[src/rtl/inst_rom_arbiter.sv]
// inst_rom_arbiter: shares the single combinational instruction-ROM read port
// between the IF fetch stage (one word per cycle, default highest priority)
// and a debug/boot burst reader whose beats are sequenced here.
// Read data is registered back to the owning requester one cycle after grant.
// Optional build macro ROM_ARB_RR_EN: contended cycles alternate IF/DBG
// (IF first after reset) instead of fixed IF priority with starvation override.
module inst_rom_arbiter #(
  parameter int ADDR_W     = 32,
  parameter int DATA_W     = 32,
  parameter int STARVE_MAX = 4
) (
  input  logic              clk,
  input  logic              rst,
  input  logic              if_req,
  input  logic [ADDR_W-1:0] if_addr,
  output logic              if_stall,
  output logic              if_rvalid,
  output logic [DATA_W-1:0] if_inst,
  input  logic              dbg_req,
  input  logic [ADDR_W-1:0] dbg_addr,
  input  logic [3:0]        dbg_len,
  output logic              dbg_ack,
  output logic              dbg_rvalid,
  output logic [DATA_W-1:0] dbg_data,
  output logic              dbg_done,
  output logic              rom_ce,
  output logic [ADDR_W-1:0] rom_addr,
  input  logic [DATA_W-1:0] rom_inst
);

  typedef enum logic {
    IDLE  = 1'b0,
    BURST = 1'b1
  } state_t;

  state_t            state_reg, state_next;
  logic [ADDR_W-1:0] addr_reg, addr_next;   // address of the next burst beat
  logic [3:0]        cnt_reg, cnt_next;     // beats remaining after the next one
  logic              grant_if, grant_dbg, dbg_pend;

  logic              if_rvalid_reg, dbg_rvalid_reg, dbg_done_reg;
  logic [DATA_W-1:0] if_inst_reg, dbg_data_reg;

`ifdef ROM_ARB_RR_EN
  logic last_dbg_reg, last_dbg_next;        // 1 = DBG won the last contended cycle
  logic contended;

  // Grant selection: alternate on contention, otherwise the sole requester wins
  always_comb begin
    dbg_pend      = (state_reg == BURST);
    contended     = if_req & dbg_pend;
    grant_dbg     = contended ? ~last_dbg_reg : dbg_pend;
    grant_if      = if_req & ~grant_dbg;
    last_dbg_next = contended ? grant_dbg : last_dbg_reg;
  end

  // Last-winner register; reset value makes IF win the first contention
  always_ff @(posedge clk) begin
    if (!rst) begin
      last_dbg_reg <= 1'b1;
    end else begin
      last_dbg_reg <= last_dbg_next;
    end
  end
`else
  localparam logic [3:0] STARVE_LIM = 4'(STARVE_MAX);

  logic [3:0] starve_reg, starve_next;

  // Grant selection: IF first unless a pending DBG beat has been denied too long
  always_comb begin
    dbg_pend  = (state_reg == BURST);
    grant_dbg = dbg_pend & (~if_req | (starve_reg == STARVE_LIM));
    grant_if  = if_req & ~grant_dbg;
  end

  // Starvation count: grows while a beat waits, clears on grant or outside a burst
  always_comb begin
    starve_next = starve_reg;
    if (!dbg_pend || grant_dbg) begin
      starve_next = '0;
    end else if (starve_reg != STARVE_LIM) begin
      starve_next = starve_reg + 4'd1;
    end
  end

  // Starvation counter register
  always_ff @(posedge clk) begin
    if (!rst) begin
      starve_reg <= '0;
    end else begin
      starve_reg <= starve_next;
    end
  end
`endif

  // Burst sequencer: accept commands in IDLE, step address/count on each DBG grant
  always_comb begin
    state_next = state_reg;
    addr_next  = addr_reg;
    cnt_next   = cnt_reg;
    dbg_ack    = 1'b0;
    case (state_reg)
      IDLE: begin
        if (dbg_req) begin
          dbg_ack    = 1'b1;
          addr_next  = {dbg_addr[ADDR_W-1:2], 2'b00};
          cnt_next   = dbg_len;
          state_next = BURST;
        end
      end
      BURST: begin
        if (grant_dbg) begin
          addr_next = addr_reg + ADDR_W'(4);
          cnt_next  = cnt_reg - 4'd1;
          if (cnt_reg == 4'd0) begin
            state_next = IDLE;
          end
        end
      end
      default: state_next = IDLE;
    endcase
  end

  // ROM port drive and IF stall, all combinational from this cycle's grant
  always_comb begin
    rom_ce   = grant_if | grant_dbg;
    rom_addr = '0;
    if (grant_if) begin
      rom_addr = if_addr;
    end else if (grant_dbg) begin
      rom_addr = addr_reg;
    end
    if_stall = if_req & ~grant_if;
  end

  // FSM and burst bookkeeping registers
  always_ff @(posedge clk) begin
    if (!rst) begin
      state_reg <= IDLE;
      addr_reg  <= '0;
      cnt_reg   <= '0;
    end else begin
      state_reg <= state_next;
      addr_reg  <= addr_next;
      cnt_reg   <= cnt_next;
    end
  end

  // Return path: capture ROM data into the owner's register, one-cycle valid pulses
  always_ff @(posedge clk) begin
    if (!rst) begin
      if_rvalid_reg  <= 1'b0;
      if_inst_reg    <= '0;
      dbg_rvalid_reg <= 1'b0;
      dbg_data_reg   <= '0;
      dbg_done_reg   <= 1'b0;
    end else begin
      if_rvalid_reg  <= grant_if;
      dbg_rvalid_reg <= grant_dbg;
      dbg_done_reg   <= grant_dbg & (cnt_reg == 4'd0);
      if (grant_if) begin
        if_inst_reg <= rom_inst;
      end
      if (grant_dbg) begin
        dbg_data_reg <= rom_inst;
      end
    end
  end

  assign if_rvalid  = if_rvalid_reg;
  assign if_inst    = if_inst_reg;
  assign dbg_rvalid = dbg_rvalid_reg;
  assign dbg_data   = dbg_data_reg;
  assign dbg_done   = dbg_done_reg;

endmodule

[config.mk]
export PLATFORM = sky130hd
export DESIGN_NAME = inst_rom_arbiter
export DESIGN_NICKNAME = d
export VERILOG_FILES = /design/src/rtl/inst_rom_arbiter.sv
export SDC_FILE = /design/constraint.sdc
export NUM_CORES = 1
export LEC_CHECK = 0
export BUFFER_PORTS_ARGS = -buffer_cell sky130_fd_sc_hd__buf_4
export CAP_MARGIN = 30
export CORE_MARGIN = 8
export CORE_UTILIZATION = 25
export CTS_CLUSTER_SIZE = 40
export DETAILED_ROUTE_END_ITERATION = 16
export PLACE_DENSITY = 0.53
export SYNTH_ARGS = -nofsm -noshare
export SYNTH_HDL_FRONTEND = slang
export SYNTH_SLANG_ARGS = --single-unit
[constraint.sdc]
create_clock -name clk -period 6.25 [get_ports clk]
set_clock_uncertainty 0.2 [all_clocks]
set_input_delay 0.9375 -clock clk [delete_from_list [all_inputs] [get_ports clk]]
set_output_delay 0.9375 -clock clk [all_outputs]
set_load 0.005 [all_outputs]
# Word-level counts from Yosys, hierarchy flattened
# Index checks and enable logic that the tools add are counted.
[classes]
add_sub_neg = 3
multipliers = 0
div_mod_pow = 0
n_lt_le_gt_ge = 0
n_eq_ne = 4
n_shift = 0
n_mux = 13
n_bitwise = 11
reduce_logical = 5
[ops]
columns = ["operator", "count"]
rows = [
  ["$mux 32", 4],
  ["$pmux 32 s2", 1],
  ["$add 32x3->32 const B", 1],
  ["$mux 4", 2],
  ["$pmux 4 s2", 1],
  ["$not 1->1", 5],
  ["$add 4x1->4 const B", 1],
  ["$and 1x1->1", 4],
  ["$eq 4x3->1 const B", 1],
  ["$logic_not 4->1", 1],
  ["$mux 1", 4],
  ["$ne 4x3->1 const B", 1],
  ["$sub 4x1->4 const B", 1],
  ["$ne 2x1->1 const B", 1],
  ["$ne 2x2->1 const B", 1],
  ["$or 1x1->1", 2],
  ["$pmux 1 s2", 1],
  ["$reduce_and 2->1", 1],
  ["$reduce_or 2->1", 1],
  ["$logic_not 1->1", 1],
  ["$logic_or 1x1->1", 1],
]
[totals]
regBits = 108
latchBits = 0
ramBits = 0
mem_bits_ro = 0
input_bits = 104
out_inout_bits = 102
n_memories = 0

# Longest topological paths before layout
[depth]
word_depth = 7
mapped_depth = 8
mapped_depth_nobuf = 7

# Worst setup path before layout
# No wires, ideal clock.
[synth_path]
path_type = "input -> output"
start = "input port if_req"
end = "output port rom_addr[28]"
arrival_ns = 1.916
required_ns = 5.112
setup_slack_ns = 3.196
path_stages = 6
path_buffers = 2
cell_sequence = "nor2b_1 -> nand2b_1 -> clkbuf_1 -> clkbuf_1 -> nand2_1 -> nand2_1"
[synth_via]
elab_chain_cells = 6
[synth_rtl]
columns = ["element", "line_no", "source"]
rows = [
  ["start: declaration", "14", "input logic if_req,"],
  ["$not 1->1", "73", "grant_dbg = dbg_pend & (~if_req | (starve_reg == STARVE_LIM));"],
  ["$or 1x1->1", "73", ""],
  ["$and 1x1->1", "73", ""],
  ["$not 1->1", "74", "grant_if = if_req & ~grant_dbg;"],
  ["$and 1x1->1", "74", ""],
  ["$mux 32 *", "129", "if (grant_if) begin"],
  ["end: declaration", "27", "output logic [ADDR_W-1:0] rom_addr,"],
]
# Every way passes the cells marked *; elsewhere a longest branch is shown, timed or not.

# Worst setup path in the final report
[layout_path]
start = "input port if_req"
end = "output port rom_addr[9]"
# Same word-level chain as after synthesis.

==> impl.org <==
** Timing
- Number of pins with negative max-slew slack in the final report :: 0
- Across all setup checks in the final design, the least slack found is roughly 2.4 ns.
- For the pin with the worst max-slew slack, the measured transition is approximately 0.90 ns.
- Adding up every negative setup slack in the final design gives 0 ns.
- The number of failing hold endpoints at the final stage came to 0.
- Period utilization :: 62.18%
- Setup repair after global routing left no endpoint under its margin.
- Setup violations, final :: 0
- Timing would allow up to 257.3 MHz.
- In this run the tightest slew margin relative to its limit is 39.95%.
- The smallest clock period supported by the final layout is computed as 3.886 ns.

** Placed design
- At the end of routability-driven placement, the weighted congestion stood at 0.7480.
- Input and output buffers added on the ports amount to 203.
- Total half-perimeter wirelength after legalization and detailed placement :: between 10000 and 15000 um
- Dpl ws :: ~2.3 ns

** Floorplanning
- Number of placed I/O pins :: 206
- # rows :: 53
- The region available for standard cell placement spans 20820 um2.
- Die Outline Area :: 25840 um2
- Die extent in x :: 160.7 um
- Measured along the y axis, the die boundary spans 160.7 um.
- For this configuration, the core starts out at a cell density of 25.15%.

** Layout
- Of the cells placed in the final design, the portion with a size suffix greater than 1 is between 20% and 30%.
- For this run, the share of the core covered by cells in the final layout is 35.05%.
- Relative to the synthesized area, the layout overhead comes to 39.35%.
- For this run, the post-layout net count is 995.
- The repair_antennas step left the layout with diodes totalling 0.
- Number of fill cells :: around 2300

** Synthesis
- Post-synthesis sequential element count :: around 110
- After synthesis, the share of flip-flops with an asynchronous set or reset is 0%.
- Count of flip-flops with a built-in enable after synthesis :: 0
- For this run, the leading register cell type out of synthesis is sky130_fd_sc_hd__dfxtp_1.
- By area the synthesized netlist is led by sky130_fd_sc_hd__dfxtp_1 41%, sky130_fd_sc_hd__nand2_1 15%, sky130_fd_sc_hd__a21oi_1 8.4%, sky130_fd_sc_hd__nand3_1 4.4%, sky130_fd_sc_hd__clkbuf_1 3.9%.
- In this run the biggest area consumer among cell types represents 40.52% of the synthesized area.
- The number of nets handed over by synthesis was 830.
- Count of mapped cells out of synthesis :: ~700
- By count the netlist is led by 213 x sky130_fd_sc_hd__nand2_1, 106 x sky130_fd_sc_hd__dfxtp_1, 88 x sky130_fd_sc_hd__a21oi_1.
- Yosys cell types :: 61
- Library cell with the highest instance count after synthesis :: sky130_fd_sc_hd__nand2_1
- Avg Cell Area, Syn :: 7.264 um2
- Area leader, netlist :: sky130_fd_sc_hd__dfxtp_1
- Synthesis warning total :: 0
- Summing the sequential cell areas from Yosys gives between 40% and 50% of the chip area.
- The synthesized netlist occupies a cell area of 5238 um2.

** Detailed routing
- Detailed routing placed a total of about 9600 um of wire on met2.
- Pre-antenna DRT Iters :: 4
- DR vias :: 5561
- Met3 routed wirelength :: 854 um
- Remaining routing DRC violations :: 0
- DRC violation total after the first TritonRoute iteration :: 417
- Uppermost layer routed :: met4
- In the final routed layout, each cell accounts on average for 16.97 um.
- Post-detailed-route count of antenna-violating nets :: 0
- DRT Wirelength :: between 15000 and 20000 um
- Ratio of routed vias to standard cells :: 4.769
- Detailed-route wire length on metal 1 :: 9183 um

** Worst setup path
- Along the worst path, the maximum fanout reaches 38.
- The worst register-to-register path has a depth of 7.
- Endpoint of the worst-slack reg-to-reg timing path :: addr_reg[30]
- Slack of the worst reg-to-reg path :: 3.20 ns
- Startpoint of the worst-slack reg-to-reg timing path :: dbg_pend
- Crit start category :: primary input
- Category of the critical setup timing path :: in -> out
- CP endpoint kind :: output pin
- At the worst endpoint, the arrival time is ~2.8 ns.
- Worst path required time :: 5.11 ns

** Pwr
- Total chip power :: 1.659 mW
- For this design the ratio of total power to cell area is 227.4 nW/um2.
- Largest vdd supply drop :: roughly 110 uV
- For this design the static power due to leakage is 3.104 nW.

** Flow run
- Count of max-cap constraint violations :: 0

** Outcome
- The run finished with clean final reports.

** Worst hold path
- The worst hold path was traced through 2 stages.
- Type of the most critical hold path :: reg -> reg
- For hold timing, the worst endpoint is if_inst[23].
- The startpoint identified for the worst hold timing path is if_inst[23].

** CTS
- Counting along the longest clock path gives a buffer depth of 2.
- After clock tree synthesis, the flow added hold-fix buffers numbering 0.
- CTS buffer count :: 9
- CTS H-tree depth :: 3
- Clock tree root buffer cell :: sky130_fd_sc_hd__clkbuf_16
- TritonCTS built the clock tree.
- Once the clock tree was built, the setup fixing pass inserted 0 buffers.
- Clock latency of the later-clocked register in the worst-skew pair :: 0.35 ns
- The number of gates resized after CTS was 0.
- Clock-pin slew on the worst setup and hold paths :: 0.08 ns
- Clock tree synthesis found a total of 106 sinks.

** GRT
- Global-route total usage across every layer :: 14.91%
- Maximum number of pins on one net before global-route repair :: 79
- Via count of the first global-routing pass :: 5472
- Initial antenna violation count :: 0
- Residual overflow from global routing :: 0
- Wire length of the first global-routing pass :: 31110 um
[worst max-delay path by stage]
| stage | from | to | cells after the start | slack [ns] |
|---|---|---|---|---|
| 3_3_place_gp | if_req | rom_addr[7] | 6 | 2.33 |
| 6_report | if_req | rom_addr[9] | 6 | 2.36 |
| 3_5_place_dp | if_req | rom_addr[8] | 6 | 2.32 |
| 4_1_cts | if_req | rom_addr[9] | 6 | 2.32 |
| 2_1_floorplan | if_req | rom_addr[28] | 6 | 3.20 |
| 5_1_grt | if_req | rom_addr[9] | 6 | 2.13 |
[routing by layer]
layer	global-route usage, %	up-vias
li1	-	2824
met1	19.46	2599
met2	25.03	128
met3	2.508	10
met4	3.788	0
met5	0	-
[cells by family (layout without fill, tap and decap cells)]
group                    after synthesis  count (layout)  share of synthesized area [%]
AO/OA/AOI/OAI                        159             159                          18.20
XOR/XNOR                               2               2                         0.3345
adder cells (fa/ha/maj)                5               5                          1.194
buffers and inverters                 72             242                          5.231
flip-flops                           106             106                          40.52
multiplexers                           8               8                          1.553
AND/OR/NAND/NOR                      369             369                          32.97
[final cells by class]
| cell class | instances | area [um2] | area share [%] |
|---|---|---|---|
| multi-input combinational | 543 | 2858 | 39.16 |
| inverter | 14 | 52.55 | 0.7200 |
| clock buffer | 9 | 225.2 | 3.086 |
| timing repair buffer | 212 | 1612 | 22.08 |
| tap | 275 | 344.1 | 4.715 |
| sequential | 106 | 2123 | 29.09 |
| clock inverter | 7 | 83.83 | 1.149 |
[worst max-delay path: stages]
cell and delay, ns:
sky130_fd_sc_hd__buf_4 0.27, sky130_fd_sc_hd__nor2b_1 0.40, sky130_fd_sc_hd__nand2b_2 0.78, sky130_fd_sc_hd__nand2_1 0.15, sky130_fd_sc_hd__nand2_1 0.10, sky130_fd_sc_hd__buf_4 0.11
[through the flow]
stage | hold WS (ns) | instances | cell area (um2)
floorplan | 0.2300 | 721 | 5238
finish | 0.2554 | 1166 | 7298
detailed placement | 0.2470 | 1150 | 6989
global placement | 0.2430 | 1149 | 6962
CTS | 0.2585 | 1166 | 7298
global route | 0.2769 | 1166 | 7298
[where the power goes]
group | internal (mW) | switching (mW)
Sequential | 0.717 | 0.0432
Clock | 0.319 | 0.283
Combinational | 0.146 | 0.151
Total | 1.18 | 0.477
[placed cells by master, fill, tap and decap left out, types with 5 or more instances in the layout]
cell type                   synthesis  routed
sky130_fd_sc_hd__inv_1             13      12
sky130_fd_sc_hd__and2_1             9       9
sky130_fd_sc_hd__nor2b_1            7       7
sky130_fd_sc_hd__nor3b_1            7       7
sky130_fd_sc_hd__clkbuf_16          0       9
sky130_fd_sc_hd__nand2_1          213     213
sky130_fd_sc_hd__mux2i_1            7       7
sky130_fd_sc_hd__o21ai_0           10      10
sky130_fd_sc_hd__buf_4              0     211
sky130_fd_sc_hd__nand4_1           11      11
sky130_fd_sc_hd__nor2_1            26      25
sky130_fd_sc_hd__nand3_1           46      46
sky130_fd_sc_hd__nor3_1             7       7
sky130_fd_sc_hd__a21oi_1           88      88
sky130_fd_sc_hd__ha_1               5       5
sky130_fd_sc_hd__and4_1             5       5
sky130_fd_sc_hd__and3_1             8       8
sky130_fd_sc_hd__o22ai_1            6       6
sky130_fd_sc_hd__a31oi_1            8       8
sky130_fd_sc_hd__nand2b_1           6       5
sky130_fd_sc_hd__dfxtp_1          106     105
sky130_fd_sc_hd__o21ai_1            8       8
(Power assumes the default switching activity.)
